$ cat src/rtl/dcc_bus_arbiter.sv
// dcc_bus_arbiter: release/grant/return sequencer for the shared SH-2 bus.
// Optional BGR_N watchdog: define DCC_ARB_WATCHDOG_EN.
module dcc_bus_arbiter #(
    parameter int unsigned TURN_CYC = 1,
    parameter int unsigned WD_LIMIT = 255
) (
    input  logic       CLK,
    input  logic       RST,
    input  logic       CE_R,
    input  logic       BGR_N,
    input  logic       BREQ_N,
    input  logic       EXBREQ_N,
    output logic       BRLS_N,
    output logic       BACK_N,
    output logic       EXBACK_N,
    output logic [1:0] OWNER,
    output logic       ARB_ERR
);

    typedef enum logic [2:0] {
        S_MOWN,
        S_REQ,
        S_GRANT,
        S_TURN,
        S_RET
    } state_t;

    localparam logic [7:0] TURN_LD = 8'(TURN_CYC);
    localparam logic [1:0] P_SLV   = 2'd1;
    localparam logic [1:0] P_EXT   = 2'd2;

    state_t     state_q, state_d;
    logic [1:0] pend_q, pend_d;
    logic [7:0] cnt_q, cnt_d;
    logic       pend_rel;

`ifdef DCC_ARB_WATCHDOG_EN
    localparam logic [7:0] WD_LIM = 8'(WD_LIMIT);
    logic [7:0] wd_q, wd_d;
    logic       err_q, err_d;
`else
    logic unused_wd_limit;
    assign unused_wd_limit = ^(8'(WD_LIMIT));
`endif

    // Next-state: request latch, grant hand-off, dead-time and return
    always_comb begin
        state_d  = state_q;
        pend_d   = pend_q;
        cnt_d    = cnt_q;
        pend_rel = (pend_q == P_EXT) ? EXBREQ_N : BREQ_N;
        unique case (state_q)
            S_MOWN: begin
                if (!EXBREQ_N) begin
                    state_d = S_REQ;
                    pend_d  = P_EXT;
                end else if (!BREQ_N) begin
                    state_d = S_REQ;
                    pend_d  = P_SLV;
                end
            end
            S_REQ: begin
                if (!BGR_N) begin
                    state_d = S_GRANT;
                end else if (pend_rel) begin
                    state_d = S_MOWN;
                end
            end
            S_GRANT: begin
                if (pend_rel) begin
                    state_d = S_TURN;
                    cnt_d   = TURN_LD;
                end
            end
            S_TURN: begin
                if (cnt_q != 8'd0) begin
                    cnt_d = cnt_q - 8'd1;
                end else if (!EXBREQ_N) begin
                    state_d = S_GRANT;
                    pend_d  = P_EXT;
                end else if (!BREQ_N) begin
                    state_d = S_GRANT;
                    pend_d  = P_SLV;
                end else begin
                    state_d = S_RET;
                end
            end
            S_RET: begin
                if (BGR_N) begin
                    state_d = S_MOWN;
                end
            end
            default: state_d = S_MOWN;
        endcase
`ifdef DCC_ARB_WATCHDOG_EN
        err_d = err_q;
        wd_d  = (state_d != state_q) ? 8'd0 : wd_q;
        if ((state_q == S_REQ || state_q == S_RET) &&
            state_d == state_q) begin
            if (wd_q == WD_LIM - 8'd1) begin
                state_d = S_MOWN;
                err_d   = 1'b1;
                wd_d    = 8'd0;
            end else begin
                wd_d = wd_q + 8'd1;
            end
        end
`endif
    end

    // State register: sync reset, advance only on CE_R
    always_ff @(posedge CLK) begin
        if (RST) begin
            state_q <= S_MOWN;
            pend_q  <= 2'd0;
            cnt_q   <= 8'd0;
`ifdef DCC_ARB_WATCHDOG_EN
            wd_q    <= 8'd0;
            err_q   <= 1'b0;
`endif
        end else if (CE_R) begin
            state_q <= state_d;
            pend_q  <= pend_d;
            cnt_q   <= cnt_d;
`ifdef DCC_ARB_WATCHDOG_EN
            wd_q    <= wd_d;
            err_q   <= err_d;
`endif
        end
    end

    // Output decode from registered state and latched winner only
    always_comb begin
        BRLS_N   = !(state_q == S_REQ || state_q == S_GRANT ||
                     state_q == S_TURN);
        BACK_N   = !(state_q == S_GRANT && pend_q == P_SLV);
        EXBACK_N = !(state_q == S_GRANT && pend_q == P_EXT);
        OWNER    = 2'd3;
        if (state_q == S_MOWN) begin
            OWNER = 2'd0;
        end else if (state_q == S_GRANT) begin
            OWNER = pend_q;
        end
    end

`ifdef DCC_ARB_WATCHDOG_EN
    assign ARB_ERR = err_q;
`else
    assign ARB_ERR = 1'b0;
`endif

endmodule

$ cat config.mk
export PLATFORM = sky130hd
export DESIGN_NAME = dcc_bus_arbiter
export DESIGN_NICKNAME = d
export VERILOG_FILES = /design/src/rtl/dcc_bus_arbiter.sv
export SDC_FILE = /design/constraint.sdc
export NUM_CORES = 1
export LEC_CHECK = 0
export BUFFER_PORTS_ARGS = -buffer_cell sky130_fd_sc_hd__buf_2
export CAP_MARGIN = 20
export CORE_MARGIN = 1.5
export CORE_UTILIZATION = 50
export DETAILED_ROUTE_END_ITERATION = 12
export PLACE_DENSITY = 0.83
export SETUP_SLACK_MARGIN = 0.02
export SYNTH_ARGS = -nofsm -noshare
export SYNTH_HDL_FRONTEND = slang
export SYNTH_SLANG_ARGS = --single-unit
$ cat constraint.sdc
create_clock -name CLK -period 1.5 [get_ports CLK]
set_input_delay 0.075 -clock CLK [delete_from_list [all_inputs] [get_ports CLK]]
set_output_delay 0.075 -clock CLK [all_outputs]
set_load 0.03 [all_outputs]
==> impl_results.md, run 1 <==
- Outcome: complete, but fails checks
- Failing checks: setup timing
- GR met3 Demand/Resource: around 5.1%
- Post-layout net count: approximately 150
- ANT cells: 0
- Setup ws final: -154.9 ps
- 1st-pass router iterations: 4
- F_max: between 0.6 and 0.7 GHz
- Synth Net Count: ~120
- Largest stage delay on the critical path: around 340 ps
- Slew Viols, Final: 0
- Clock Sinks: 13
- WL final: 2362 um
- Critical Path Slowest Stage Cell: dfxtp_2
- Syn Std Cell Area: 930.9 um^2
- Last element of the critical path: cnt_q[1]
- CP top delay family: compound AO/OA/AOI/OAI gates
- Antenna Nets Post-Route: 0
- Hold buffers post-CTS: 0
- Die ar.: roughly 2100 um^2
- Vias in the first global route: slightly above 800
- Seq/Total Area, Yosys: roughly 28%
- Leakage: 0.0004927 uW
- Cells after synthesis: ~110
- FF-to-FF path depth: 8
- DRC viols: 0
- Via Count: between 800 and 900
- Post-synthesis mux area share: between 10% and 20%
- Most common cell after layout, fill and taps aside: buf_4
- VDD IR-drop max: roughly 460 uV
- GR Util All Layers: between 20% and 30%
- CTS tree: done
- Maxcap violations: 0
- Period Utilization, post-route: 110.3%
- Initial antenna violation count: 0
- Buffers on Ports: 10
- NetSw: 291.4 uW
- Cell Rows: 15
- M2 GR Usage: 36.94%
- # setup viols final: 13
- Max Buffers Root-to-Sink: 2
- Critical path launch point: cnt_q[0]
- Largest net degree at the start of global routing: 16
- Post-synthesis adder-cell area fraction: 2.688%
- Clk pwr share: 28.8%
- Buf/Inv on CP: 2
- Reg-to-reg slack, setup: -150 ps
- Clock Skew: between 4 and 5 ps
- PwrDens: 708.7 nW/um^2
- Hold WC Path Type: in -> reg
- CTS root buffer: clkbuf_4
- H-tree Lvls: 1
- Most frequent cells in the layout: 22 x buf_4, 13 x nor2_1, 11 x nand2_1, 10 x dfxtp_1, 10 x buf_2
- Routability cong.: ~0.82
- Crit Reg-Reg Startpoint: cnt_q[0]
- Post-synthesis compound-gate area fraction: a little over a fifth
- WP depth: 8
- Syn Area/Cell: about 8.7 um^2
- Final Non-Filler Cells: about 160
- DR iter-0 viols: 25
- Reg power frac: around 44%
- Layout area overhead: 27.82%
- CTS buffer count: 3
- Internal power: roughly 550 uW
- Global-route wire length before repair: around 3500 um
- Synthesized flop and latch total: 13
- Largest family of logic cells by synthesized area: simple AND/OR/NAND/NOR gates
- Placed insts: between 150 and 200
- Layout cells sized above 1: a little over two fifths
- Busiest metal layer after global routing: met2
- TNS Setup: -1187 ps
- Combinational power share: between 20% and 30%
- Met1 GRT Util: ~30%
- Area of the core: between 1500 and 2000 um^2
- CTS clock-pin slew for the worst setup and hold paths: roughly 90 ps
- DP Wirelength: between 1500 and 2000 um
- Post-synthesis xor/xnor area fraction: 0.9409%
- Latest clock arrival within the worst-skew pair: approximately 300 ps
- Tmin final: approximately 1700 ps
- Overall die width: 46.15 um
- Unique masters post-synth: between 40 and 50
- Simple-Gate Fraction of Synth Area: around 29%
- Avg WL per Cell: about 15 um
- Starting density of the core: 53.33%
- # IOs: 12
- CP arrival: about 1800 ps
- Switching share of power: between 30% and 40%
- Crit path max fanout: 8
- CP Class: reg -> reg
- Type of origin of the critical path: flip-flop
- Chip height: approximately 46 um
- Hold Vio Cnt, Final: 0
- GRT overflow: 0
- Required time of the critical path: between 1500 and 2000 ps
- Routed vias/inst: ~5.4
- RR Endpoint: cnt_q[1]
- RSZ-0062 raised after global routing: true
- Worst setup EP type: flip-flop
- Layout Utilization: 68.17%
- Ys Warns: 0
- CP cell instances: inv_2, ha_4, nor4b_4, buf_4, a31o_4, a21oi_4, mux2i_1, nor2_1
cells in the mapped netlist, drive strengths merged:
| master | count | area, um^2 |
|---|---|---|
| nor2b | 2 | 12.51 |
| mux2 | 3 | 41.29 |
| a31o | 1 | 17.52 |
| o21ai | 3 | 15.01 |
| nor4b | 1 | 23.77 |
| nand3b | 3 | 35.03 |
| nand4b | 2 | 17.52 |
| ha | 2 | 25.02 |
| nor3b | 1 | 7.510 |
| conb | 1 | 3.750 |
| o31ai | 2 | 28.78 |
| o311ai | 1 | 8.760 |
| buf | 4 | 31.27 |
| clkbuf | 2 | 7.510 |
| nor4 | 1 | 6.260 |
| a31oi | 3 | 18.77 |
| inv | 6 | 22.52 |
| nor3 | 5 | 30.03 |
| xnor2 | 1 | 8.760 |
| a21oi | 6 | 45.05 |
| o21a | 1 | 7.510 |
| nand2 | 12 | 47.55 |
| dfxtp | 13 | 260.3 |
| a311oi | 3 | 26.28 |
| nor2 | 15 | 63.81 |
| nand3 | 1 | 5.000 |
| mux2i | 5 | 53.80 |
| a211oi | 2 | 27.53 |
| o21bai | 1 | 7.510 |
| nand2b | 4 | 25.02 |
worst min path at each step:
stage | start | to | slack, ps | cells after the start
finish | EXBREQ_N | pend_q[0] | 90 | 3
global placement | EXBREQ_N | pend_q[0] | 390 | 3
floorplan | EXBREQ_N | pend_q[0] | 220 | 2
CTS | EXBREQ_N | pend_q[0] | 110 | 3
detailed placement | EXBREQ_N | pend_q[0] | 410 | 3
global route | EXBREQ_N | pend_q[0] | 120 | 3
worst register-to-register path, stage by stage, from the launching register on:
cell	delay, ps
dfxtp_2	340
inv_2	50
ha_4	150
nor4b_4	130
buf_4	140
a31o_4	230
a21oi_4	230
mux2i_1	220
nor2_1	50
power groups by stage:
stage / sequential [uW] / clock (uW) / combinational (uW)
6_report: 373 / 243 / 228
5_1_grt: 375 / 255 / 243
4_1_cts: 372 / 236 / 223
3_5_place_dp: 379 / 0 / 216
3_3_place_gp: 378 / 0 / 209
2_1_floorplan: 368 / 0 / 154
flip-flops by register name, summed over array words and instances (netlist names):
| name | count |
|---|---|
| cnt_q | 8 |
| pend_q | 2 |
| state_q | 3 |
area by class of cell:
type                    instances  area (um^2)
flip-flops and latches         13        264.0
well taps                      25        31.28
inverters                       6        22.52
repair buffers                 32        215.2
fillers                       141        555.5
clock inverters                 1        5.005
clock buffers                   3        22.52
multi-input cells              82        629.4
through the flow:
step           hold slack [ps]  power (uW)  area [um^2]  setup slack, ps
2_1_floorplan            222.2       521.7        935.9           -62.27
3_3_place_gp             387.8       586.7         1121           -68.91
3_5_place_dp             405.3       594.4         1121           -139.4
4_1_cts                  106.7       830.3         1175           -137.2
5_1_grt                  123.4       873.3         1190           -232.6
6_report                 92.05       843.3         1190           -154.9
cell families after synthesis:
kind of cell	Yosys count
simple gates	47
xor+xnor	1
compound gates	23
other cells	1
fa+ha+maj	2
mux	8
buf+inv	12
flops	13
repair_timing:
action                                  in CTS  in global routing
setup buffers                                1                  2
pin swaps                                    6                  4
cloned                                       0                  0
endpoints found under the setup margin      15                 13
hold endpoints to repair                     0                  0
resized for setup                            4                  0
per-layer routing:
metal | up-vias | wire, um
met4 | 0 | 53
met5 | - | 0
met2 | 12 | 1201
met1 | 425 | 1053
li1 | 433 | -
met3 | 7 | 54
No activity file was read; power rests on OpenSTA's default activity.
==> run 2, diff against run 1 <==
==> constraint.sdc (replaced) <==
create_clock -name CLK -period 1.3 [get_ports CLK]
set_input_delay 0.065 -clock CLK [delete_from_list [all_inputs] [get_ports CLK]]
set_output_delay 0.065 -clock CLK [all_outputs]
set_load 0.03 [all_outputs]
==> run 2 against run 1 <==
Compared with the run above:
- the flow still finishes with violations (setup timing)
- non-clock buffer count rose by 16
- sequential power increased by 15%
- first-iteration DRC count grew 28%
- sequential cell count did not move
- fmax fell by 1.1%
- largest power group unchanged
- total power grew 21%
- critical path depth unchanged
- final cell count increased by 9.9%
- global-route usage rose by 4.8 points
- critical path type unchanged
==> impl_results.md, run 2 (synthesis results as in run 1) <==
- Leakage: 0.0006064 uW (+23%)
- Layout Utilization: 80.14% (+12 points)
- Worst hold margin: 127.0 ps (+34.96 ps)
- Antenna Nets Post-Route: 0 (unchanged)
- Failing checks: setup timing
- Reg-to-reg slack, setup: -370 ps (-220 ps)
- Tmin final: 1673 ps (+17.87 ps)
- Clock Sinks: 13 (unchanged)
- Most frequent cells in the layout: 35 x buf_4, 11 x nor2_1, 9 x nand2_1, 9 x dfxtp_1, 7 x buf_6
- CTS tree: done
- Hold wc startpoint: RST
- Type of origin of the critical path: flip-flop
- Hold Path Sink: pend_q[1]
- Max Buffers Root-to-Sink: 2 (unchanged)
- Outcome: complete, but fails checks
- Crit path max fanout: 7 (-1)
- DRC viols: 0 (unchanged)
- Setup ws final: -372.7 ps (-217.9 ps)
- Largest registers: cnt_q: 8 flops, state_q: 3 flops, pend_q: 2 flops
- DP Wirelength: 1650 um (+4.3%)
- CTS buffer count: 3 (unchanged)
- Latest clock arrival within the worst-skew pair: 290 ps (about the same)
- Period Utilization, post-route: 128.7% (+18 points)
- Routability cong.: 0.8598 (+4.3%)
- # setup viols final: 15 (+2)
- Multi-input gate area: 676.9 um^2 (+7.6%)
- GRT overflow: 0 (unchanged)
- Required time of the critical path: 1470 ps (-220 ps)
- RR Endpoint: cnt_q[1]
- Buffers on Ports: 10 (unchanged)
- Hold path depth: 2 (-1)
- Avg WL per Cell: 16.81 um (+15%)
- Layout cells sized above 1: 54.90% (+12 points)
- Maxcap violations: 0 (unchanged)
- Chip height: 46.15 um (unchanged)
- WL final: 2992 um (+27%)
- Hold buffers post-CTS: 0 (unchanged)
- GR Util All Layers: 27.61% (+4.8 points)
- DR iter-0 viols: 32 (+28%)
- H-tree Lvls: 1 (unchanged)
- Vias in the first global route: 918 (+13%)
- CTS root buffer: clkbuf_4
- # IOs: 12 (unchanged)
- Most common cell after layout, fill and taps aside: buf_4
- CP Class: reg -> reg
- CTS clock-pin slew for the worst setup and hold paths: 90 ps (about the same)
- Hold WC Path Type: in -> reg
- ANT cells: 0 (unchanged)
- Initial antenna violation count: 0 (unchanged)
- Worst setup EP type: flip-flop
- RSZ-0062 raised after global routing: true
- Largest net degree at the start of global routing: 16 (unchanged)
- Filler cells: 113 (-20%)
- Post-layout net count: 162 (+11%)
- Hold Vio Cnt, Final: 0 (unchanged)
- Biggest register: cnt_q
- Die ar.: 2130 um^2 (unchanged)
- Crit Reg-Reg Startpoint: cnt_q[0]
- Slew Viols, Final: 0 (unchanged)
- 1st-pass router iterations: 4 (unchanged)
- Overall die width: 46.15 um (unchanged)
- Area of the core: 1745 um^2 (unchanged)
- Max reg flops: 8 (unchanged)
- FF+latch area: 270.3 um^2 (+2.4%)
- FF-to-FF path depth: 8 (unchanged)
- Global-route wire length before repair: 4112 um (+18%)
- Routed vias/inst: 5.843 (+7.9%)
- Cell Rows: 15 (unchanged)
- VDD IR-drop max: 656.5 uV (+44%)
- PwrDens: 728.5 nW/um^2 (+2.8%)
- CP arrival: 1840 ps (about the same)
- F_max: 0.5978 GHz (-1.1%)
- Layout area overhead: 50.27%
- Starting density of the core: 53.33% (unchanged)
- Via Count: 1040 (+19%)
- Clock Skew: 9.562 ps (+4.762 ps)
[run 2: where the power goes]
group	internal (uW)	total, uW	switching, uW
sequential	410	428	17.5
clock	119	270	150
combinational	146	321	176
[run 2: how the worst max path moves through the flow]
stage                   from         end  slack [ps]  cells after the start
floorplan           cnt_q[0]  state_q[0]        -260                      6
global placement    cnt_q[0]  state_q[2]        -280                      6
detailed placement  cnt_q[0]  state_q[2]        -350                      6
CTS                 cnt_q[1]    cnt_q[1]        -330                      8
global route        cnt_q[0]    cnt_q[0]        -470                      8
finish              cnt_q[0]    cnt_q[1]        -370                      8
[run 2: metal layers]
layer	up-vias	GRT usage, %	share of wire (%)	routed length [um]
met2	62	47.78	51	1517
met1	492	33.25	38	1139
met5	-	0	0	0
met3	16	3.922	7.3	219
met4	0	12.57	3.8	115
li1	470	-	-	-
[run 2: stage by stage]
| step | TNS [ps] | cells | setup slack [ps] | area [um^2] | power, uW |
|---|---|---|---|---|---|
| finish | -4008 | 178 | -372.7 | 1399 | 1019 |
| global route | -5040 | 178 | -467.5 | 1399 | 1051 |
| CTS | -3533 | 176 | -329.0 | 1340 | 980.2 |
| detailed placement | -2907 | 163 | -350.6 | 1181 | 698.7 |
| global placement | -2182 | 163 | -277.0 | 1181 | 688.4 |
| floorplan | -1552 | 107 | -256.1 | 935.9 | 602.0 |
[run 2: critical path, cell delays in order (launching register included)]
cell and delay [ps]:
dfxtp_2 340, inv_2 50, ha_4 150, nor4b_4 130, buf_4 140, a31o_4 240
a21oi_4 230, mux2i_1 220, nor2_1 50
[run 2: cell type report]
class                   instances  area share (%)
flip-flops and latches         13           19.32
clock buffers                   4           1.878
well taps                      25           2.236
inverters                       6           1.610
repair buffers                 48           26.57
multi-input cells              82           48.39
[run 2: repair_timing]
item,CTS,global route
resized for setup,17,14
setup buffers,9,2
pin swaps,7,12
gates cloned,0,0
setup endpoints to repair,18,18
==> run 3, diff against run 2 <==
--- a/config.mk
+++ b/config.mk
@@ -11,7 +11,9 @@
 export CORE_UTILIZATION = 50
 export DETAILED_ROUTE_END_ITERATION = 12
 export PLACE_DENSITY = 0.83
+export RECOVER_POWER = 100
 export SETUP_SLACK_MARGIN = 0.02
+export SLEW_MARGIN = 20
 export SYNTH_ARGS = -nofsm -noshare
 export SYNTH_HDL_FRONTEND = slang
 export SYNTH_SLANG_ARGS = --single-unit
==> run 3 against run 2 <==
Compared with the run above:
- the run still ends with setup timing left
- core utilization fell by 0.22 points
- critical path depth did not move
- via count increased by 1.1%
- design area fell by 0.27%
- clock power fell by 1%
- clock skew is 0.86 ps higher
- sequential share of layout area up 0.052 points
- combinational power is essentially flat
- setup slack got worse by 3.3 ps
- sequential cell count stayed put
- fmax down 0.20%
==> impl_results.md, run 3 (synthesis results as in run 1) <==
- Leakage: 0.0006050 uW (-0.23%)
- DR iter-0 viols: 32 (unchanged)
- Highest metal used: met4
- Buf/Inv on CP: 2 (unchanged)
- Buffers on Ports: 10 (unchanged)
- Starting density of the core: 53.33% (unchanged)
- CTS tree: done
- Latest clock arrival within the worst-skew pair: 290 ps (about the same)
- CP Class: reg -> reg
- 1st-pass router iterations: 4 (unchanged)
- Via Count: 1051 (+1.1%)
- ANT cells: 0 (unchanged)
- CTS clock-pin slew for the worst setup and hold paths: 90 ps (about the same)
- Global-route wire length before repair: 4112 um (unchanged)
- CTS buffer count: 3 (unchanged)
- Metal1 wirelength: 1143 um (+0.35%)
- F_max: 0.5966 GHz (-0.20%)
- Max reg flops: 8 (unchanged)
- DP Wirelength: 1650 um (unchanged)
- Largest stage delay on the critical path: 340 ps (about the same)
- Biggest register: cnt_q
- Overall die width: 46.15 um (unchanged)
- Clock Sinks: 13 (unchanged)
- Failing checks: setup timing
- Outcome: complete, but fails checks
- CTS root buffer: clkbuf_4
- Slew Viols, Final: 0 (unchanged)
- Hold WC Path Type: in -> reg
- VDD IR-drop max: 637.4 uV (-2.9%)
- Die ar.: 2130 um^2 (unchanged)
- Cell Rows: 15 (unchanged)
- H-tree Lvls: 1 (unchanged)
- Total power: 1014 uW (-0.51%)
- Period Utilization, post-route: 128.9% (+0.25 points)
- WL final: 2995 um (+0.10%)
- Most common cell after layout, fill and taps aside: buf_4
- Critical Path Slowest Stage Cell: dfxtp_2
- Hold Vio Cnt, Final: 0 (unchanged)
- Crit path max fanout: 7 (unchanged)
- TNS Setup: -4049 ps (-40.98 ps)
- CP top delay family: compound AO/OA/AOI/OAI gates
- Post-layout net count: 162 (unchanged)
- Required time of the critical path: 1460 ps (about the same)
- Routed vias/inst: 5.904 (+1.1%)
- Area of the core: 1745 um^2 (unchanged)
- GRT overflow: 0 (unchanged)
- Maxcap violations: 0 (unchanged)
- Chip height: 46.15 um (unchanged)
- Metal3 WL: 212 um (-3.2%)
- DRC viols: 0 (unchanged)
- Largest registers: cnt_q: 8 flops, state_q: 3 flops, pend_q: 2 flops
- Initial antenna violation count: 0 (unchanged)
- Largest net degree at the start of global routing: 16 (unchanged)
- Max Buffers Root-to-Sink: 2 (unchanged)
- Reg-to-reg slack, setup: -380 ps (about the same)
- RSZ-0062 raised after global routing: true
- Antenna Nets Post-Route: 0 (unchanged)
- # setup viols final: 15 (unchanged)
- Tmin final: 1676 ps (+3.303 ps)
- Clock Skew: 10.42 ps (+0.8557 ps)
- Type of origin of the critical path: flip-flop
- Vias in the first global route: 918 (unchanged)
- Avg WL per Cell: 16.83 um (+0.10%)
- CP arrival: 1840 ps (about the same)
- Worst setup EP type: flip-flop
- Routability cong.: 0.8598 (unchanged)
- Met2 routed WL: 1505 um (-0.79%)
- Layout area overhead: 49.87%
- Most frequent cells in the layout: 36 x buf_4, 11 x nor2_1, 9 x nand2_1, 9 x dfxtp_1, 6 x buf_6
- # IOs: 12 (unchanged)
- CP cell instances: inv_2, ha_4, nor4b_4, buf_4, a31o_4, a21oi_4, mux2i_1, nor2_1
- Layout cells sized above 1: 54.90% (unchanged)
- PwrDens: 726.7 nW/um^2 (-0.24%)
- GR Util All Layers: 27.61% (unchanged)
- Setup ws final: -376.0 ps (-3.303 ps)
[run 3: repair_timing]
| action | 4_1_cts | 5_1_grt |
|---|---|---|
| hold buffers | 0 | 0 |
| buffers inserted | 9 | 2 |
| pin swaps | 7 | 12 |
| setup endpoints to repair | 18 | 18 |
| cloned | 0 | 0 |
| gates resized for setup | 17 | 14 |
[run 3: power breakdown]
group	switching, uW	total [uW]	internal (uW)
combinational	176	319	143
sequential	17.6	428	410
clock	147	266	119
[run 3: path summary, 6_finish.rpt]
check | end | from | cells past startpoint
worst max-delay path | cnt_q[1] | cnt_q[0] | 8
worst min register to register | cnt_q[1] | cnt_q[1] | 3
worst max register to register | cnt_q[1] | cnt_q[0] | 8
worst min-delay path | pend_q[1] | RST | 2
[run 3: per-stage QoR]
step	setup WS, ps	utilization, %	instances	hold slack (ps)	area, um^2
final	-376.0	79.93	178	131.0	1395
after global routing	-467.5	79.93	178	178.8	1395
after CTS	-329.0	76.77	176	112.8	1340
after detailed placement	-350.6	67.67	163	413.4	1181
after global placement	-277.0	67.67	163	407.7	1181
after floorplan	-256.1	-	107	212.2	935.9
[run 3: routing by layer]
layer  vias to the layer above  global-route usage [%]
met3                        22                   3.922
met2                        66                   47.78
li1                        470                       -
met5                         -                       0
met1                       493                   33.25
met4                         0                   12.57
[run 3: layout make-up]
class / count / area (um^2)
Sequential cell: 13 / 270.3
Multi-Input combinational cell: 82 / 676.9
Tap cell: 25 / 31.28
Clock buffer: 4 / 26.28
Inverter: 6 / 22.52
Fill cell: 113 / 350.3
Timing Repair Buffer: 48 / 367.9
[run 3: worst reg2reg max path: cells and delay by family (launching register included)]
kind,cells,cell delay [ps]
multiplexers,1,230
AND/OR/NAND/NOR,2,180
buffers and inverters,2,190
adder cells (fa/ha/maj),1,150
flip-flops,1,340
AO/OA/AOI/OAI,2,470
